## config.mk

```make
export PLATFORM = sky130hd
export DESIGN_NAME = traffic_phase_scheduler
export DESIGN_NICKNAME = d
export VERILOG_FILES = /design/src/rtl/traffic_phase_scheduler.sv
export SDC_FILE = /design/constraint.sdc
export NUM_CORES = 1
export LEC_CHECK = 0
export CORE_ASPECT_RATIO = 2
export CORE_MARGIN = 1.5
export CORE_UTILIZATION = 50
export DETAILED_ROUTE_END_ITERATION = 16
export PLACE_DENSITY = 0.72
export SLEW_MARGIN = 20
export SYNTH_ARGS = -nofsm -noshare
export SYNTH_HDL_FRONTEND = slang
export SYNTH_SLANG_ARGS = --single-unit
```

## constraint.sdc

```tcl
create_clock -name clk -period 3.7 [get_ports clk]
set_input_delay 0.74 -clock clk [delete_from_list [all_inputs] [get_ports clk]]
set_output_delay 0.74 -clock clk [all_outputs]
set_load 0.03 [all_outputs]
```

## src/rtl/traffic_phase_scheduler.sv

```systemverilog
// traffic_phase_scheduler
//   Demand-actuated phase controller for a two-way (NS/EW) intersection.
//   Sequences green, yellow and all-red phases from car sensors, latched
//   pedestrian requests and emergency preemption. All timing is counted in
//   cycles where tick is high.
//
// Ports
//   clk         system clock
//   reset       synchronous, active-low reset
//   tick        1-cycle timing enable (one per second from the prescaler)
//   ns_car      NS vehicle present (level)
//   ew_car      EW vehicle present (level)
//   ped_ns_req  pedestrian request served during NS green (pulse)
//   ped_ew_req  pedestrian request served during EW green (pulse)
//   preempt     emergency preemption active (level)
//   preempt_ew  preemption target: 0 = NS, 1 = EW
//   ns_light    NS light code (00 red, 01 green, 10 yellow)
//   ew_light    EW light code
//   walk_ns     NS-parallel walk
//   walk_ew     EW-parallel walk
//   phase       current state encoding (debug)
//   preempt_on  preemption held with its target direction green
module traffic_phase_scheduler #(
  parameter int unsigned CNT_W        = 6,
  parameter int unsigned MIN_GREEN    = 5,
  parameter int unsigned MAX_GREEN    = 20,
  parameter int unsigned YELLOW_TIME  = 3,
  parameter int unsigned ALL_RED_TIME = 1,
  parameter int unsigned WALK_TIME    = 4
) (
  input  logic       clk,
  input  logic       reset,
  input  logic       tick,
  input  logic       ns_car,
  input  logic       ew_car,
  input  logic       ped_ns_req,
  input  logic       ped_ew_req,
  input  logic       preempt,
  input  logic       preempt_ew,
  output logic [1:0] ns_light,
  output logic [1:0] ew_light,
  output logic       walk_ns,
  output logic       walk_ew,
  output logic [2:0] phase,
  output logic       preempt_on
);

  typedef enum logic [2:0] {
    INIT_RED = 3'd0,
    NS_GRN   = 3'd1,
    NS_YEL   = 3'd2,
    RED_A    = 3'd3,
    EW_GRN   = 3'd4,
    EW_YEL   = 3'd5,
    RED_B    = 3'd6
  } state_t;

  localparam logic [1:0] LT_RED    = 2'b00;
  localparam logic [1:0] LT_GREEN  = 2'b01;
  localparam logic [1:0] LT_YELLOW = 2'b10;

  // A served walk must run to completion before the green may end normally.
  localparam int unsigned SERVED_MIN = (WALK_TIME > MIN_GREEN) ? WALK_TIME : MIN_GREEN;

  // Thresholds are compared against e = elapsed + 1, which needs one extra bit.
  localparam logic [CNT_W:0]   K_ONE     = (CNT_W+1)'(1);
  localparam logic [CNT_W:0]   K_MIN     = (CNT_W+1)'(MIN_GREEN);
  localparam logic [CNT_W:0]   K_SRV_MIN = (CNT_W+1)'(SERVED_MIN);
  localparam logic [CNT_W:0]   K_MAX     = (CNT_W+1)'(MAX_GREEN);
  localparam logic [CNT_W:0]   K_YEL     = (CNT_W+1)'(YELLOW_TIME);
  localparam logic [CNT_W:0]   K_ALL_RED = (CNT_W+1)'(ALL_RED_TIME);
  localparam logic [CNT_W-1:0] K_WALK    = CNT_W'(WALK_TIME);
  localparam logic [CNT_W-1:0] K_INC     = CNT_W'(1);

  state_t           state;
  state_t           nxt;
  state_t           pre_tgt;
  logic [CNT_W-1:0] elapsed;
  logic [CNT_W-1:0] elapsed_nxt;
  logic [CNT_W:0]   e;
  logic             ped_ns_pend;
  logic             ped_ew_pend;
  logic             ns_served;
  logic             ew_served;
  logic             ped_ns_pend_nxt;
  logic             ped_ew_pend_nxt;
  logic             ns_served_nxt;
  logic             ew_served_nxt;
  logic             in_ew;
  logic             own_car;
  logic             opp_demand;
  logic             served;
  logic [CNT_W:0]   ming;
  logic             normal_exit;
  logic             green_exit;

  assign phase = state;

  // Green exit decision, evaluated for whichever green is current.
  always_comb begin
    in_ew       = (state == EW_GRN);
    own_car     = in_ew ? ew_car : ns_car;
    opp_demand  = in_ew ? (ns_car | ped_ns_pend) : (ew_car | ped_ew_pend);
    served      = in_ew ? ew_served : ns_served;
    ming        = served ? K_SRV_MIN : K_MIN;
    e           = {1'b0, elapsed} + K_ONE;
    pre_tgt     = preempt_ew ? EW_GRN : NS_GRN;
    normal_exit = (e >= ming) && opp_demand && (!own_car || (e >= K_MAX));
    // Preemption overrides the normal rule entirely: leave at once if the
    // target is the other side, never leave while the target is this side.
    green_exit  = preempt ? (pre_tgt != state) : normal_exit;
  end

  always_comb begin
    nxt = state;
    if (tick) begin
      unique case (state)
        INIT_RED, RED_A, RED_B: begin
          if (e == K_ALL_RED) begin
            if (preempt)             nxt = pre_tgt;
            else if (state == RED_A) nxt = EW_GRN;
            else                     nxt = NS_GRN;
          end
        end
        NS_YEL:  if (e == K_YEL) nxt = RED_A;
        EW_YEL:  if (e == K_YEL) nxt = RED_B;
        NS_GRN:  if (green_exit) nxt = NS_YEL;
        EW_GRN:  if (green_exit) nxt = EW_YEL;
        default: nxt = INIT_RED;
      endcase
    end
  end

  // Elapsed counter and pedestrian bookkeeping for the upcoming state.
  always_comb begin
    if (nxt != state)
      elapsed_nxt = '0;
    else if (tick && (elapsed != '1))
      elapsed_nxt = elapsed + K_INC;
    else
      elapsed_nxt = elapsed;

    ns_served_nxt   = ns_served;
    ew_served_nxt   = ew_served;
    ped_ns_pend_nxt = ped_ns_pend | ped_ns_req;
    ped_ew_pend_nxt = ped_ew_pend | ped_ew_req;

    // On entry to a green the old pending request is consumed; a request
    // arriving on that same cycle is kept for the following green.
    if ((nxt == NS_GRN) && (state != NS_GRN)) begin
      ns_served_nxt   = ped_ns_pend;
      ped_ns_pend_nxt = ped_ns_req;
    end
    if ((nxt == EW_GRN) && (state != EW_GRN)) begin
      ew_served_nxt   = ped_ew_pend;
      ped_ew_pend_nxt = ped_ew_req;
    end
  end

  always_ff @(posedge clk) begin
    if (!reset) begin
      state       <= INIT_RED;
      elapsed     <= '0;
      ped_ns_pend <= 1'b0;
      ped_ew_pend <= 1'b0;
      ns_served   <= 1'b0;
      ew_served   <= 1'b0;
      ns_light    <= LT_RED;
      ew_light    <= LT_RED;
      walk_ns     <= 1'b0;
      walk_ew     <= 1'b0;
      preempt_on  <= 1'b0;
    end else begin
      state       <= nxt;
      elapsed     <= elapsed_nxt;
      ped_ns_pend <= ped_ns_pend_nxt;
      ped_ew_pend <= ped_ew_pend_nxt;
      ns_served   <= ns_served_nxt;
      ew_served   <= ew_served_nxt;

      unique case (nxt)
        NS_GRN:  begin ns_light <= LT_GREEN;  ew_light <= LT_RED;    end
        NS_YEL:  begin ns_light <= LT_YELLOW; ew_light <= LT_RED;    end
        EW_GRN:  begin ns_light <= LT_RED;    ew_light <= LT_GREEN;  end
        EW_YEL:  begin ns_light <= LT_RED;    ew_light <= LT_YELLOW; end
        default: begin ns_light <= LT_RED;    ew_light <= LT_RED;    end
      endcase

      walk_ns    <= (nxt == NS_GRN) && ns_served_nxt && (elapsed_nxt < K_WALK);
      walk_ew    <= (nxt == EW_GRN) && ew_served_nxt && (elapsed_nxt < K_WALK);
      preempt_on <= preempt && (nxt == pre_tgt);
    end
  end

endmodule

```

==> results.tsv <==
metric	value	unit
cts repair resizes	0	
kind of critical path	input pin to flop	
CTS clk-pin slew, worst paths	80	ps
outcome	finished, final reports clean	
pin count of the biggest net entering global routing	20	
startpoint class of the critical path	input pin	
drt pass-1 iters	4	
final slew viol count	0	
most frequent cells in the layout	nand2_1 (24), dfxtp_1 (20), clkdlybuf4s50_1 (18)	
Setup TNS	0	ps
Buffers on Ports	18	
Int Pwr	0.000401	W
Starting Density	51.7	%
placed cell count	217	
H-tree levels	1	
vias in the first global route	1300	
Layout Skew	3.97	ps
global placer's final weighted congestion	0.903	
FF-to-FF setup slack	640	ps
minimum clock period after layout	3170	ps
CP Max Fanout	10	
Crit path largest cell delay	560	ps
Mapped Avg Cell Area	7.90	sq um
fin crit share	85.6	%
Sw Ratio	32.8	%
Synthesized Nets	189	
count of different cell masters after synthesis	57	
Seq/Total Area, Yosys	28.6	%
R2R depth	10	
Worst Path Arrival	3340	ps
clock root buffer	clkbuf_8	
synthesized area	0.00140	sq mm
first-pass GRT wire length	5730	um
Filler Cell Count	270	
Reg-to-Reg Start	elapsed[0]	
Remaining Overflow, GRT	0	
Slew @ Worst Pin	710	ps
Worst Path Buf+Inv	1	
Slew HR	52.7	%
R2R Path End	walk_ew	
1st-iter DRT viols	19	
initial antenna violation count	0	
routed vias	1371	
core footprint	0.00270	sq mm
Syn Inst Count	177	
Worst setup EP type	flop	
Post-synth EDFFs	0	
setup-violating endpoint count in the final report	0	
slowest CP cell	clkdlybuf4s50_1	
sequential power share	42.0	%
nets@finish	205	
MaxCap Viol Count	0	
Multi-input gate area	905	sq um
hold path cells	2	
drt wl/cell	16.1	um
Post-CTS Hold Buffers	0	
post-synthesis async set-or-reset flop share	0	%
commonest non-fill, non-tap cell in the layout	nand2_1	
CTS tree	yes	
Sw Pwr	0.000195	W
clk_lat worst skew	260	ps
# clock sinks	20	
Comb pwr share	29.8	%
die area	0.00314	sq mm
Pwr Density	364	mW/mm^2
row count	27	
CTS Buffer Depth	2	
Area Growth Syn to Fin	17.4	%
synthesis-stage register bit count	20	
drc violations	0	
final wirelength	3550	um
Hold Crit Endpoint	ns_served	
CP Cell Sequence	clkdlybuf4s50_1 -> nand2_1 -> a31oi_1 -> o41ai_1 -> o32a_1 -> a311oi_2 -> a21oi_2 -> or4b_4 -> a221oi_2	
f_max	316	MHz
layout cells sized above 1	12.5	%
Hold Fails Final Rpt	0	
antenna-violating nets left	0	
post-synth top area share	28.6	%
Num CTS Buffers	3	
# IOs	19	
Crit path required time	3880	ps
Main synth FF type	dfxtp_1	
Synth area leader	dfxtp_1	
synth top area cells	dfxtp_1 (29%), nand2_1 (6.4%), o21ai_0 (3.6%)	
Total GRT Usage	25.4	%
Vias/cell	6.20	
clock network power share	28.2	%
Worst Hold Class	flop to flop	
Die Y	77.8	um
RSZ-0062 raised after global routing	false	
Final HPWL DP	2720	um
Finished Layout Cells	221	
worst hold start	ns_served	
n_diodes	0	
Die X-Extent	40.4	um
delay-heaviest family, CP	compound AO/OA/AOI/OAI gates	
Sequential Area	400	sq um
YS warnings	0	
leakage power	0.614	nW
VDD IR max	0.325	mV
Post-CTS Setup Repair Bufs	0	
through the flow:
stage / utilization [%] / cell area (sq um) / setup WS (ps) / hold slack (ps) / total power, W
2_1_floorplan: - / 1400 / 1040 / 442 / 0.000379
3_3_place_gp: 58.7 / 1590 / 385 / 453 / 0.000426
3_5_place_dp: 58.7 / 1590 / 289 / 471 / 0.000432
4_1_cts: 60.7 / 1640 / 541 / 483 / 0.000597
5_1_grt: 60.7 / 1640 / 409 / 524 / 0.000625
6_report: 60.7 / 1640 / 534 / 483 / 0.000597
how the worst max path moves through the flow:
stage,startpoint,end,slack [ps],cells past startpoint
finish,preempt,walk_ew,530,9
global route,preempt,walk_ew,410,9
CTS,preempt,walk_ew,540,8
detailed placement,preempt,walk_ew,290,8
global placement,preempt,walk_ew,390,8
floorplan,elapsed[0],walk_ew,1040,10
logic make-up (layout without fill, tap and decap cells):
family	count (synthesis)	after routing	share of synthesized area (%)
fa+ha+maj	4	4	3.40
xor+xnor	4	4	2.51
flops	20	20	28.6
simple gates	76	76	30.6
buf+inv	21	36	6.62
compound gates	49	49	26.1
mux	3	3	2.15
final cells by class:
type                            instances  share of cell area [%]
Tap cell                               29                    2.21
Clock buffer                            4                    3.36
Timing Repair Buffer                   21                    12.4
Inverter                               11                    2.52
Multi-Input combinational cell        136                    55.1
Sequential cell                        20                    24.4
power groups by stage:
stage          sequential, W  clock [W]  combinational, W
2_1_floorplan       0.000256          0          0.000123
3_3_place_gp        0.000254          0          0.000172
3_5_place_dp        0.000255          0          0.000177
4_1_cts             0.000250   0.000169          0.000178
5_1_grt             0.000254   0.000178          0.000194
6_report            0.000251   0.000168          0.000178
worst reg2reg max path: stages (launching register included):
cell,delay [ps]
dfxtp_1,390
inv_1,110
ha_1,320
nor3b_1,220
o22ai_1,130
o31ai_1,440
a21oi_1,160
a311oi_2,280
a21oi_2,180
or4b_4,550
a221oi_2,190
routing by layer:
layer	routed length [um]	GRT usage (%)
met5	0	0
met4	58	9.33
met3	92	3.43
met2	1980	44.8
met1	1420	27.9
synth_stat cells, types with 2 or more instances:
master / instances
mux2i_1: 3
a211oi_1: 4
ha_1: 3
o211ai_1: 2
buf_2: 5
nand2_1: 24
xnor2_1: 4
or3b_2: 2
dfxtp_1: 20
inv_1: 11
and2_1: 3
a22o_1: 2
and3_1: 3
a31oi_1: 4
or3_1: 2
nor3b_1: 4
nor2_1: 13
o2bb2ai_1: 2
nor4b_1: 2
o21ai_0: 10
nand3_1: 4
a21oi_1: 5
clkbuf_1: 4
o22ai_1: 2
nand4_1: 4
o21a_1: 2
and3_2: 2
nor3_1: 2
sequential cells by signal, summed over array words and instances (netlist names):
register,cells
elapsed,6
phase,3
ew_light,2
ns_light,2
ew_served,1
ns_served,1
ped_ew_pend,1
ped_ns_pend,1
preempt_on,1
walk_ew,1
walk_ns,1
Note: power is estimated with default switching activity, not from simulation.
